## config.mk

```make
export PLATFORM = sky130hd
export DESIGN_NAME = sat_counter
export DESIGN_NICKNAME = d
export VERILOG_FILES = /design/src/rtl/sat_counter.sv
export SDC_FILE = /design/constraint.sdc
export NUM_CORES = 1
export LEC_CHECK = 0
export ABC_AREA = 1
export CELL_PAD_IN_SITES_DETAIL_PLACEMENT = 1
export CELL_PAD_IN_SITES_GLOBAL_PLACEMENT = 1
export CORE_AREA = 2 2 39 41
export CTS_CLUSTER_DIAMETER = 200
export DETAILED_ROUTE_END_ITERATION = 6
export DIE_AREA = 0 0 41 43
export DONT_BUFFER_PORTS = 1
export PLACE_DENSITY = 0.76
export SYNTH_ARGS = -nofsm -noshare
export SYNTH_HDL_FRONTEND = slang
export SYNTH_SLANG_ARGS = --single-unit
```

## constraint.sdc

```tcl
create_clock -name clk -period 1.7 [get_ports clk]
set_input_delay 0.34 -clock clk [delete_from_list [all_inputs] [get_ports clk]]
set_output_delay 0.34 -clock clk [all_outputs]
set_load 0.01 [all_outputs]
```

## src/rtl/sat_counter.sv

```systemverilog
// Saturating event counter; a clear in the same cycle as an increment leaves 1.
module sat_counter #(
  parameter int W = 8
) (
  input  logic         clk,
  input  logic         rst,
  input  logic         clr,
  input  logic         inc,
  output logic [W-1:0] q
);

  localparam logic [W-1:0] MAX_VAL = '1;

  always_ff @(posedge clk) begin
    if (rst) begin
      q <= '0;
    end else if (clr) begin
      q <= W'(inc);
    end else if (inc && (q != MAX_VAL)) begin
      q <= q + 1'b1;
    end
  end

endmodule

```

==> run summary, run 1 <==
Timing
* **total of endpoints with negative setup slack in the final report** 0
* **summed negative setup slack over all endpoints** 0 ns
* **achievable frequency** 798.6 MHz
* **clock tree skew after final layout** 0.001054 ns
* **smallest hold slack** 0.2302 ns
* **min Tclk post-route** 1.252 ns
* **RSZ-0062 raised after global routing** no
* **share of the clock period used by the worst path** 0.7366
* **relative slew slack** 0.7893
* **fin. max-slew vios** 0
* **slew of the pin with the lowest slew margin** 0.3156 ns
* **hold violation count in the final report** 0

Route
* **number of detailed-routing iterations run before antenna repair** 3
* **final wirelength** 1.130 mm
* **Vias/cell** 5.085
* **per-cell routed wire length** 12.02 um
* **number of DRC violations after detailed-routing iteration 0** 6
* **number of vias after detailed routing** 478
* **number of design rule violations left after detail routing** 0
* **count of antenna-violating nets left after detailed routing** 0

Setup path
* **endpoint of the most critical register-to-register path** q[3]
* **category of the worst setup path capture point** flip-flop
* **path depth of the worst reg2reg path** 7
* **Worst Setup Path Type** reg2reg
* **worst path arrival time** 1.44 ns
* **source of the worst register-to-register timing path** q[0]
* **CP max FO** 8
* **CP startpoint kind** flip-flop
* **Critical Path Start** q[0]
* **worst setup slack for register-to-register paths** 0.45 ns
* **Critical Path Sink** q[3]
* **required time of the worst setup path** 1.89 ns

Synth
* **number of nets produced by synthesis** 78
* **Post-Syn Instances** 73
* **multiplexer area fraction after synthesis** 0
* **parity-gate share of the synthesized area counting xor and xnor cells** 0.01795
* **largest family of logic cells by synthesized area** simple AND/OR/NAND/NOR gates
* **number of register bits inferred by synthesis** 8
* **area fraction in compound gates after synthesis** 0.06923
* **distinct cell type count after synthesis** 18
* **leading post-synthesis cells by cell area** dfxtp_1 33%, nand2_1 12%, nor2_1 9.2%, nand3_1 8.2%, inv_1 6.9%
* **fraction of the yosys area taken by sequential cells** 0.3282
* **adder-cell area share of the yosys netlist** 0.02564
* **synthesized-area fraction occupied by and/or/nand/nor cells** 0.4744
* **share of the synthesized area in the top cell type** 0.3282
* **cell type with the highest aggregate area in the netlist** dfxtp_1
* **average size of a mapped cell** 6.684 um2
* **Post-Synthesis Cell Area** 488.0 um2
* **warnings from Yosys** 0

Global route
* **vias in the first global route** 485
* **GRT Residual Overflow** 0
* **antenna violations before repair** 0
* **largest net degree at the start of global routing** 12
* **total global routing track utilization** 0.1709
* **wire length of the first global-routing pass** 2.007 mm

Layout
* **Post-Layout Inst Area** 545.5 um2
* **registers with the most flip-flops** q: 8 flops
* **Layout Utilization** 0.3942
* **diodes inserted** 0
* **share of cells above drive strength 1** 0.1667
* **final-stage net count** 85
* **layout-stage area growth over the synthesis result** 11.79%
* **largest reg by FF count** q
* **Largest register FFs** 8

Power and ir drop
* **part of the power in registers** 0.532
* **relative contribution of the clock network to total power** 0.407
* **leakage** 0.2315 nW
* **combinational group share of total power** 0.061
* **switching share of power** 0.2215
* **internal power** 0.2802 mW
* **Switch Pwr** 0.07971 mW
* **power density normalized to cell area** 659.7 nW/um2
* **highest ir drop seen on vdd** 0.2993 mV

Clock network
* **Worst-Skew Late Latency** 0.25 ns
* **Gates resized, CTS repair** 0
* **library cell used as clock root buffer** clkbuf_4
* **worst-case clock buffer depth** 2
* **hold_buf cts** 0
* **Post CTS Setup Buffer Count** 0
* **Sinks on Clock Net** 8
* **CTS H-tree lvls** 1
* **number of buffers created by CTS** 3
* **post-CTS clock slew at the launch and capture registers of the worst setup and hold paths** 0.05 ns
* **CTS tree** done

Floorplanning
* **std cell rows** 14
* **core region area** 1384 um2
* **Die Span Y** 43 um
* **Initial Utilization** 0.3526
* **width of the die** 41 um
* **I/O pin count** 12
* **full die area** 1763 um2

Hold path
* **worst min-delay path class** in2reg

Place
* **detailed placement HPWL** 896.5 um
* **placement-stage cell area** 523.0 um2
* **Port-buffer cells** 0
* **GPL Wtd Cong** 0.7323

Status
* **result of the run** finished clean

Job
* **MaxCap Viol Count** 0

==> critical path, stage by stage, from the launching register on <==
cell and delay [ns]:
dfxtp_1 0.33, ha_1 0.20, nand2_2 0.09, nor2_2 0.17, nand2_4 0.11, nand2_4 0.09
nand2_1 0.06, a21oi_2 0.14
==> per-layer routing <==
layer	GRT usage	vias to the layer above	share of wire
met5	0	-	0
met4	0.1200	0	0.0080
met3	0.04712	2	0.048
met2	0.2281	8	0.47
met1	0.2258	220	0.47
li1	-	248	-
==> Yosys cell counts (all sizes together) <==
| cell | number |
|---|---|
| nand2 | 19 |
| nor2 | 15 |
| inv | 9 |
| dfxtp | 8 |
| nand3 | 8 |
| a21oi | 5 |
| nand4 | 3 |
| buf | 1 |
| ha | 1 |
| nand3b | 1 |
| nor3b | 1 |
| o21ai | 1 |
| xor2 | 1 |
==> worst min-delay path by stage <==
stage | startpoint | endpoint | slack, ns | cells past startpoint
floorplan | rst | q[0] | 0.48 | 3
global placement | rst | q[0] | 0.49 | 3
detailed placement | rst | q[0] | 0.50 | 3
CTS | rst | q[0] | 0.22 | 3
global route | rst | q[0] | 0.24 | 3
finish | rst | q[0] | 0.23 | 3
==> cell usage in the layout (no fill, tap or decap) <==
cell / instances
a21oi_1: 4
nor2_4: 1
nor3b_1: 1
o21ai_0: 1
nor2_1: 12
buf_4: 3
nand2_2: 1
a21oi_2: 1
nand2_4: 2
nand4_1: 3
dfxtp_1: 8
inv_1: 9
xor2_1: 1
nand3b_1: 1
ha_1: 1
clkbuf_4: 3
nor2_2: 2
nand3_1: 8
nand2_1: 16
==> power groups by stage <==
| stage | Clock [mW] | Combinational (mW) | Sequential (mW) |
|---|---|---|---|
| 2_1_floorplan | 0 | 0.0170 | 0.198 |
| 3_3_place_gp | 0 | 0.0221 | 0.195 |
| 3_5_place_dp | 0 | 0.0222 | 0.195 |
| 4_1_cts | 0.158 | 0.0226 | 0.191 |
| 5_1_grt | 0.168 | 0.0254 | 0.191 |
| 6_report | 0.147 | 0.0220 | 0.191 |
==> logic make-up after synthesis <==
kind of cell,after synthesis
AOI/OAI and AO/OA,6
adders and majority gates,1
buffers and inverters,10
and+or+nand+nor,47
xor gates and xnor gates,1
DFF,8
==> area by class of cell <==
cell class              count  area [um2]
inverters                   9       33.78
flip-flops and latches      8       160.2
clock buffers               3       22.52
well taps                  16       20.02
multi-input cells          55       286.5
fillers                   190       838.3
repair buffers              3       22.52
==> through the flow <==
step	power (mW)	setup slack [ns]	std cells
after floorplan	0.2147	0.4248	73
after detailed placement	0.2176	0.4343	91
final	0.3599	0.4478	94
after global routing	0.3852	0.3095	94
after global placement	0.2174	0.4735	91
after CTS	0.3724	0.4253	94
Note: power is estimated with default switching activity, not from simulation.
==> run 2, diff against run 1 <==
--- a/config.mk
+++ b/config.mk
@@ -8,10 +8,10 @@
 export ABC_AREA = 1
 export CELL_PAD_IN_SITES_DETAIL_PLACEMENT = 1
 export CELL_PAD_IN_SITES_GLOBAL_PLACEMENT = 1
-export CORE_AREA = 2 2 39 41
+export CORE_MARGIN = 2
+export CORE_UTILIZATION = 35
 export CTS_CLUSTER_DIAMETER = 200
 export DETAILED_ROUTE_END_ITERATION = 6
-export DIE_AREA = 0 0 41 43
 export DONT_BUFFER_PORTS = 1
 export PLACE_DENSITY = 0.76
 export SYNTH_ARGS = -nofsm -noshare
==> constraint.sdc (replaced) <==
create_clock -name clk -period 1.02 [get_ports clk]
set_input_delay 0.204 -clock clk [delete_from_list [all_inputs] [get_ports clk]]
set_output_delay 0.204 -clock clk [all_outputs]
set_load 0.01 [all_outputs]
==> run summary, run 2 (synthesized netlist as in run 1, its figures left out) <==
Status
* **result of the run** complete, but fails checks
* **violated checks** setup timing

Place
* **GPL Wtd Cong** 0.7217, -1.4%
* **placement-stage cell area** 648.1 um2, +24%
* **Port-buffer cells** 0, unchanged
* **post-placement cell count** 102, +12%
* **dpl ws** -0.1747 ns, -0.6091 ns
* **detailed placement HPWL** 1.097 mm, +22%

Power and ir drop
* **leakage** 0.3197 nW, +38%
* **Pwr Total** 0.6502 mW, +81%
* **power density normalized to cell area** 895.9 nW/um2, +36%
* **highest ir drop seen on vdd** 0.5394 mV, +80%

Route
* **number of DRC violations after detailed-routing iteration 0** 1, -5
* **final wirelength** 1.485 mm, +31%
* **per-cell routed wire length** 13.88 um, +15%
* **Vias/cell** 5.056, -0.57%
* **number of vias after detailed routing** 541, +13%
* **count of antenna-violating nets left after detailed routing** 0, unchanged
* **number of detailed-routing iterations run before antenna repair** 2, -1
* **number of design rule violations left after detail routing** 0, unchanged

Timing
* **clock tree skew after final layout** 0.01117 ns, +0.01011 ns
* **summed negative setup slack over all endpoints** -1.034 ns, -1.034 ns
* **total of endpoints with negative setup slack in the final report** 10, +10
* **min Tclk post-route** 1.171 ns, -0.08080 ns
* **final setup margin** -0.1514 ns, -0.5992 ns
* **smallest hold slack** 0.07262 ns, -0.1576 ns
* **RSZ-0062 raised after global routing** yes
* **slew of the pin with the lowest slew margin** 0.2646 ns, -0.05106 ns
* **hold violation count in the final report** 0, unchanged
* **share of the clock period used by the worst path** 1.148, +0.4118
* **fin. max-slew vios** 0, unchanged
* **relative slew slack** 0.8230, +0.03367
* **achievable frequency** 853.7 MHz, +6.9%

Global route
* **vias in the first global route** 530, +9.3%
* **M3 GR Usage** 0.03723, -0.009886
* **total global routing track utilization** 0.2038, +0.03291
* **antenna violations before repair** 0, unchanged
* **routing usage on met1** 0.2186, -0.007157
* **largest net degree at the start of global routing** 12, unchanged
* **met2 demand-to-capacity share in global routing** 0.3672, +0.1391
* **GRT Residual Overflow** 0, unchanged
* **wire length of the first global-routing pass** 2.152 mm, +7.2%
* **most used routing layer** met2

Setup path
* **worst path arrival time** 1.33 ns, -0.11 ns
* **CP max FO** 8, unchanged
* **Worst Setup Path Type** reg2reg
* **category of the worst setup path capture point** flip-flop
* **CP startpoint kind** flip-flop
* **required time of the worst setup path** 1.18 ns, -0.71 ns
* **path depth of the worst reg2reg path** 8, +1

Layout
* **registers with the most flip-flops** q: 8 flops
* **Largest register FFs** 8, unchanged
* **diodes inserted** 0, unchanged
* **most common cell after layout, fill and taps aside** nand2_1
* **largest reg by FF count** q
* **most frequent cells in the layout** 16 x nand2_1, 14 x buf_4, 11 x nor2_1
* **share of cells above drive strength 1** 0.4130, +0.2464
* **number of fill cells** 178, -6.3%
* **Layout Utilization** 0.5577, +0.1635
* **layout-stage area growth over the synthesis result** 48.72%
* **final-stage net count** 98, +15%
* **Post-Layout Inst Area** 725.7 um2, +33%
* **Non-Filler Instances** 107, +14%

Floorplanning
* **core region area** 1301 um2, -6.0%
* **Initial Utilization** 0.3750, +0.02238
* **full die area** 1709 um2, -3.1%
* **I/O pin count** 12, unchanged
* **std cell rows** 13, -1
* **Die Span Y** 41.34 um, -3.9%
* **width of the die** 41.34 um, +0.83%

Clock network
* **Sinks on Clock Net** 8, unchanged
* **hold_buf cts** 0, unchanged
* **CTS H-tree lvls** 1, unchanged
* **post-CTS clock slew at the launch and capture registers of the worst setup and hold paths** 0.07 ns, +0.02 ns
* **Worst-Skew Late Latency** 0.27 ns, +0.02 ns
* **CTS tree** done
* **library cell used as clock root buffer** clkbuf_4
* **worst-case clock buffer depth** 2, unchanged
* **number of buffers created by CTS** 3, unchanged

Hold path
* **number of instances on the worst hold path** 3, unchanged
* **worst min-delay path class** in2reg

Job
* **MaxCap Viol Count** 0, unchanged

-- run 2: what timing repair did --
action                     in CTS  in global routing
gates resized for setup         8                  4
setup buffers                   1                  0
setup endpoints to repair      10                 10
pin swaps                       2                  1
-- run 2: metal layers --
layer  vias to the layer above  wire length (um)  share of wire
met5                         -                 0              0
met4                         0                30          0.020
met3                         4                41          0.028
met2                         9               768           0.52
met1                       257               645           0.43
li1                        271                 -              -
-- run 2: final timing paths --
check	start	to	slack [ns]
setup reg to reg	q[1]	q[7]	-0.15
setup / recovery	q[1]	q[7]	-0.15
hold reg to reg	q[7]	q[7]	0.65
hold / removal	rst	q[0]	0.07
-- run 2: critical path: stages (launching register included) --
cell	delay, ns
dfxtp_4	0.37
ha_4	0.14
nand2_4	0.06
nor2_4	0.11
nand2_4	0.10
nand2_4	0.10
nor2_2	0.04
nor2_1	0.08
nor2_1	0.05
-- run 2: area by class of cell --
cell class              count  area [um2]  share of cell area
multi-input cells          55       344.1              0.4741
flip-flops and latches      8       175.2              0.2414
repair buffers             16       127.6              0.1759
inverters                   9       33.78             0.04655
clock buffers               4       26.28             0.03621
well taps                  15       18.77             0.02586
-- run 2: report_power, final --
| part | total, mW | internal (mW) | switching (mW) |
|---|---|---|---|
| combinational | 0.0463 | 0.0223 | 0.0240 |
| sequential | 0.314 | 0.309 | 0.00506 |
| clock | 0.290 | 0.151 | 0.139 |
| total | 0.650 | 0.482 | 0.168 |
==> run 3, diff against run 2 <==
--- a/config.mk
+++ b/config.mk
@@ -8,7 +8,7 @@
 export ABC_AREA = 1
 export CELL_PAD_IN_SITES_DETAIL_PLACEMENT = 1
 export CELL_PAD_IN_SITES_GLOBAL_PLACEMENT = 1
-export CORE_MARGIN = 2
+export CORE_MARGIN = 4
 export CORE_UTILIZATION = 35
 export CTS_CLUSTER_DIAMETER = 200
 export DETAILED_ROUTE_END_ITERATION = 6
==> run summary, run 3 (synthesized netlist as in run 1, its figures left out) <==
Timing
* **fin. max-slew vios** 0, unchanged
* **final setup margin** -0.1601 ns, -0.008715 ns
* **smallest hold slack** 0.06583 ns, -0.006785 ns
* **share of the clock period used by the worst path** 1.157, +0.008544
* **total of endpoints with negative setup slack in the final report** 10, unchanged
* **RSZ-0062 raised after global routing** yes
* **hold violation count in the final report** 0, unchanged
* **relative slew slack** 0.8268, +0.003827
* **achievable frequency** 847.4 MHz, -0.74%
* **summed negative setup slack over all endpoints** -1.152 ns, -0.1182 ns
* **min Tclk post-route** 1.180 ns, +0.008715 ns
* **clock tree skew after final layout** 0.01213 ns, +0.0009615 ns
* **slew of the pin with the lowest slew margin** 0.2589 ns, -0.005720 ns

Clock network
* **library cell used as clock root buffer** clkbuf_4
* **post-CTS clock slew at the launch and capture registers of the worst setup and hold paths** 0.06 ns, about the same
* **hold_buf cts** 0, unchanged
* **worst-case clock buffer depth** 2, unchanged
* **CTS H-tree lvls** 1, unchanged
* **CTS tree** done
* **number of buffers created by CTS** 3, unchanged
* **Worst-Skew Late Latency** 0.27 ns, about the same
* **Sinks on Clock Net** 8, unchanged

Floorplanning
* **Initial Utilization** 0.3750, unchanged
* **core region area** 1301 um2, unchanged
* **I/O pin count** 12, unchanged
* **width of the die** 45.34 um, +9.7%
* **full die area** 2056 um2, +20%
* **std cell rows** 13, unchanged
* **Die Span Y** 45.34 um, +9.7%

Setup path
* **worst path arrival time** 1.34 ns, about the same
* **Critical Path Sink** q[7]
* **CP startpoint kind** flip-flop
* **CP max FO** 8, unchanged
* **Critical Path Start** q[0]
* **worst setup slack for register-to-register paths** -0.16 ns, about the same
* **path depth of the worst reg2reg path** 8, unchanged
* **category of the worst setup path capture point** flip-flop
* **endpoint of the most critical register-to-register path** q[7]
* **required time of the worst setup path** 1.18 ns, about the same
* **source of the worst register-to-register timing path** q[0]
* **Worst Setup Path Type** reg2reg

Place
* **detailed placement HPWL** 1.086 mm, -1.1%
* **dpl ws** -0.1738 ns, +0.0009810 ns
* **GPL Wtd Cong** 0.7292, +1.0%
* **Port-buffer cells** 0, unchanged

Route
* **final wirelength** 1.367 mm, -7.9%
* **Vias/cell** 4.990, -1.3%
* **number of DRC violations after detailed-routing iteration 0** 1, unchanged
* **per-cell routed wire length** 13.02 um, -6.2%
* **number of vias after detailed routing** 524, -3.1%
* **number of design rule violations left after detail routing** 0, unchanged
* **number of detailed-routing iterations run before antenna repair** 4, +2
* **count of antenna-violating nets left after detailed routing** 0, unchanged

Layout
* **registers with the most flip-flops** q: 8 flops
* **layout-stage area growth over the synthesis result** 40.00%
* **share of cells above drive strength 1** 0.3778, -0.03527
* **diodes inserted** 0, unchanged
* **number of fill cells** 177, -0.56%
* **Largest register FFs** 8, unchanged
* **most frequent cells in the layout** 16 x nand2_1, 14 x buf_4, 11 x nor2_1
* **final-stage net count** 96, -2.0%
* **most common cell after layout, fill and taps aside** nand2_1
* **largest reg by FF count** q

Power and ir drop
* **Pwr Total** 0.6342 mW, -2.5%
* **highest ir drop seen on vdd** 0.8154 mV, +51%
* **leakage** 0.3090 nW, -3.3%
* **power density normalized to cell area** 928.4 nW/um2, +3.6%

Job
* **MaxCap Viol Count** 0, unchanged

Status
* **violated checks** setup timing
* **result of the run** complete, but fails checks

Global route
* **wire length of the first global-routing pass** 2.421 mm, +13%
* **total global routing track utilization** 0.1709, -0.03289
* **antenna violations before repair** 0, unchanged
* **largest net degree at the start of global routing** 12, unchanged
* **GRT Residual Overflow** 0, unchanged
* **vias in the first global route** 549, +3.6%

Hold path
* **number of instances on the worst hold path** 3, unchanged
* **worst min-delay path class** in2reg

-- run 3: final cells by class --
cell class / count / area, um2 / area share
Clock buffer: 4 / 26.28 / 0.03846
Tap cell: 15 / 18.77 / 0.02747
Sequential cell: 8 / 173.9 / 0.2546
Inverter: 9 / 33.78 / 0.04945
Timing Repair Buffer: 14 / 105.1 / 0.1538
Multi-Input combinational cell: 55 / 325.3 / 0.4762
-- run 3: critical path: stages (launching register included) --
cell and delay, ns:
dfxtp_4 0.37, ha_4 0.15, nand2_4 0.07, nor2_4 0.11
nand2_4 0.11, nand2_4 0.10, nor2_2 0.04, nor2_1 0.07
nor2_1 0.05
-- run 3: metrics by stage --
step                instances  instance area [um2]  utilization
floorplan                  73                524.3            -
global placement          101                640.6       0.4923
detailed placement        101                640.6       0.4923
CTS                       105                681.9       0.5240
global route              105                683.2       0.5250
finish                    105                683.2       0.5250
-- run 3: per-layer routing --
metal / vias up / routed length (um) / global-route usage
met3: 2 / 91 / 0.08367
li1: 267 / - / -
met2: 12 / 669 / 0.2627
met1: 243 / 591 / 0.1938
met4: 0 / 14 / 0.08772
met5: - / 0 / 0
-- run 3: worst min-delay path by stage --
stage / slack [ns] / from / to
after floorplan: 0.34 / rst / q[0]
after CTS: 0.06 / rst / q[0]
after global routing: 0.09 / inc / q[1]
final: 0.07 / rst / q[0]
after detailed placement: 0.36 / rst / q[0]
after global placement: 0.35 / rst / q[0]
-- run 3: report_power, final --
part	internal, mW	total (mW)	switching, mW
clock	0.151	0.278	0.127
combinational	0.0182	0.0392	0.0209
sequential	0.312	0.317	0.00564
-- run 3: repair_timing --
action	4_1_cts	5_1_grt
setup endpoints to repair	11	10
pin swaps	2	1
gates resized for setup	5	1
buffers inserted	0	0
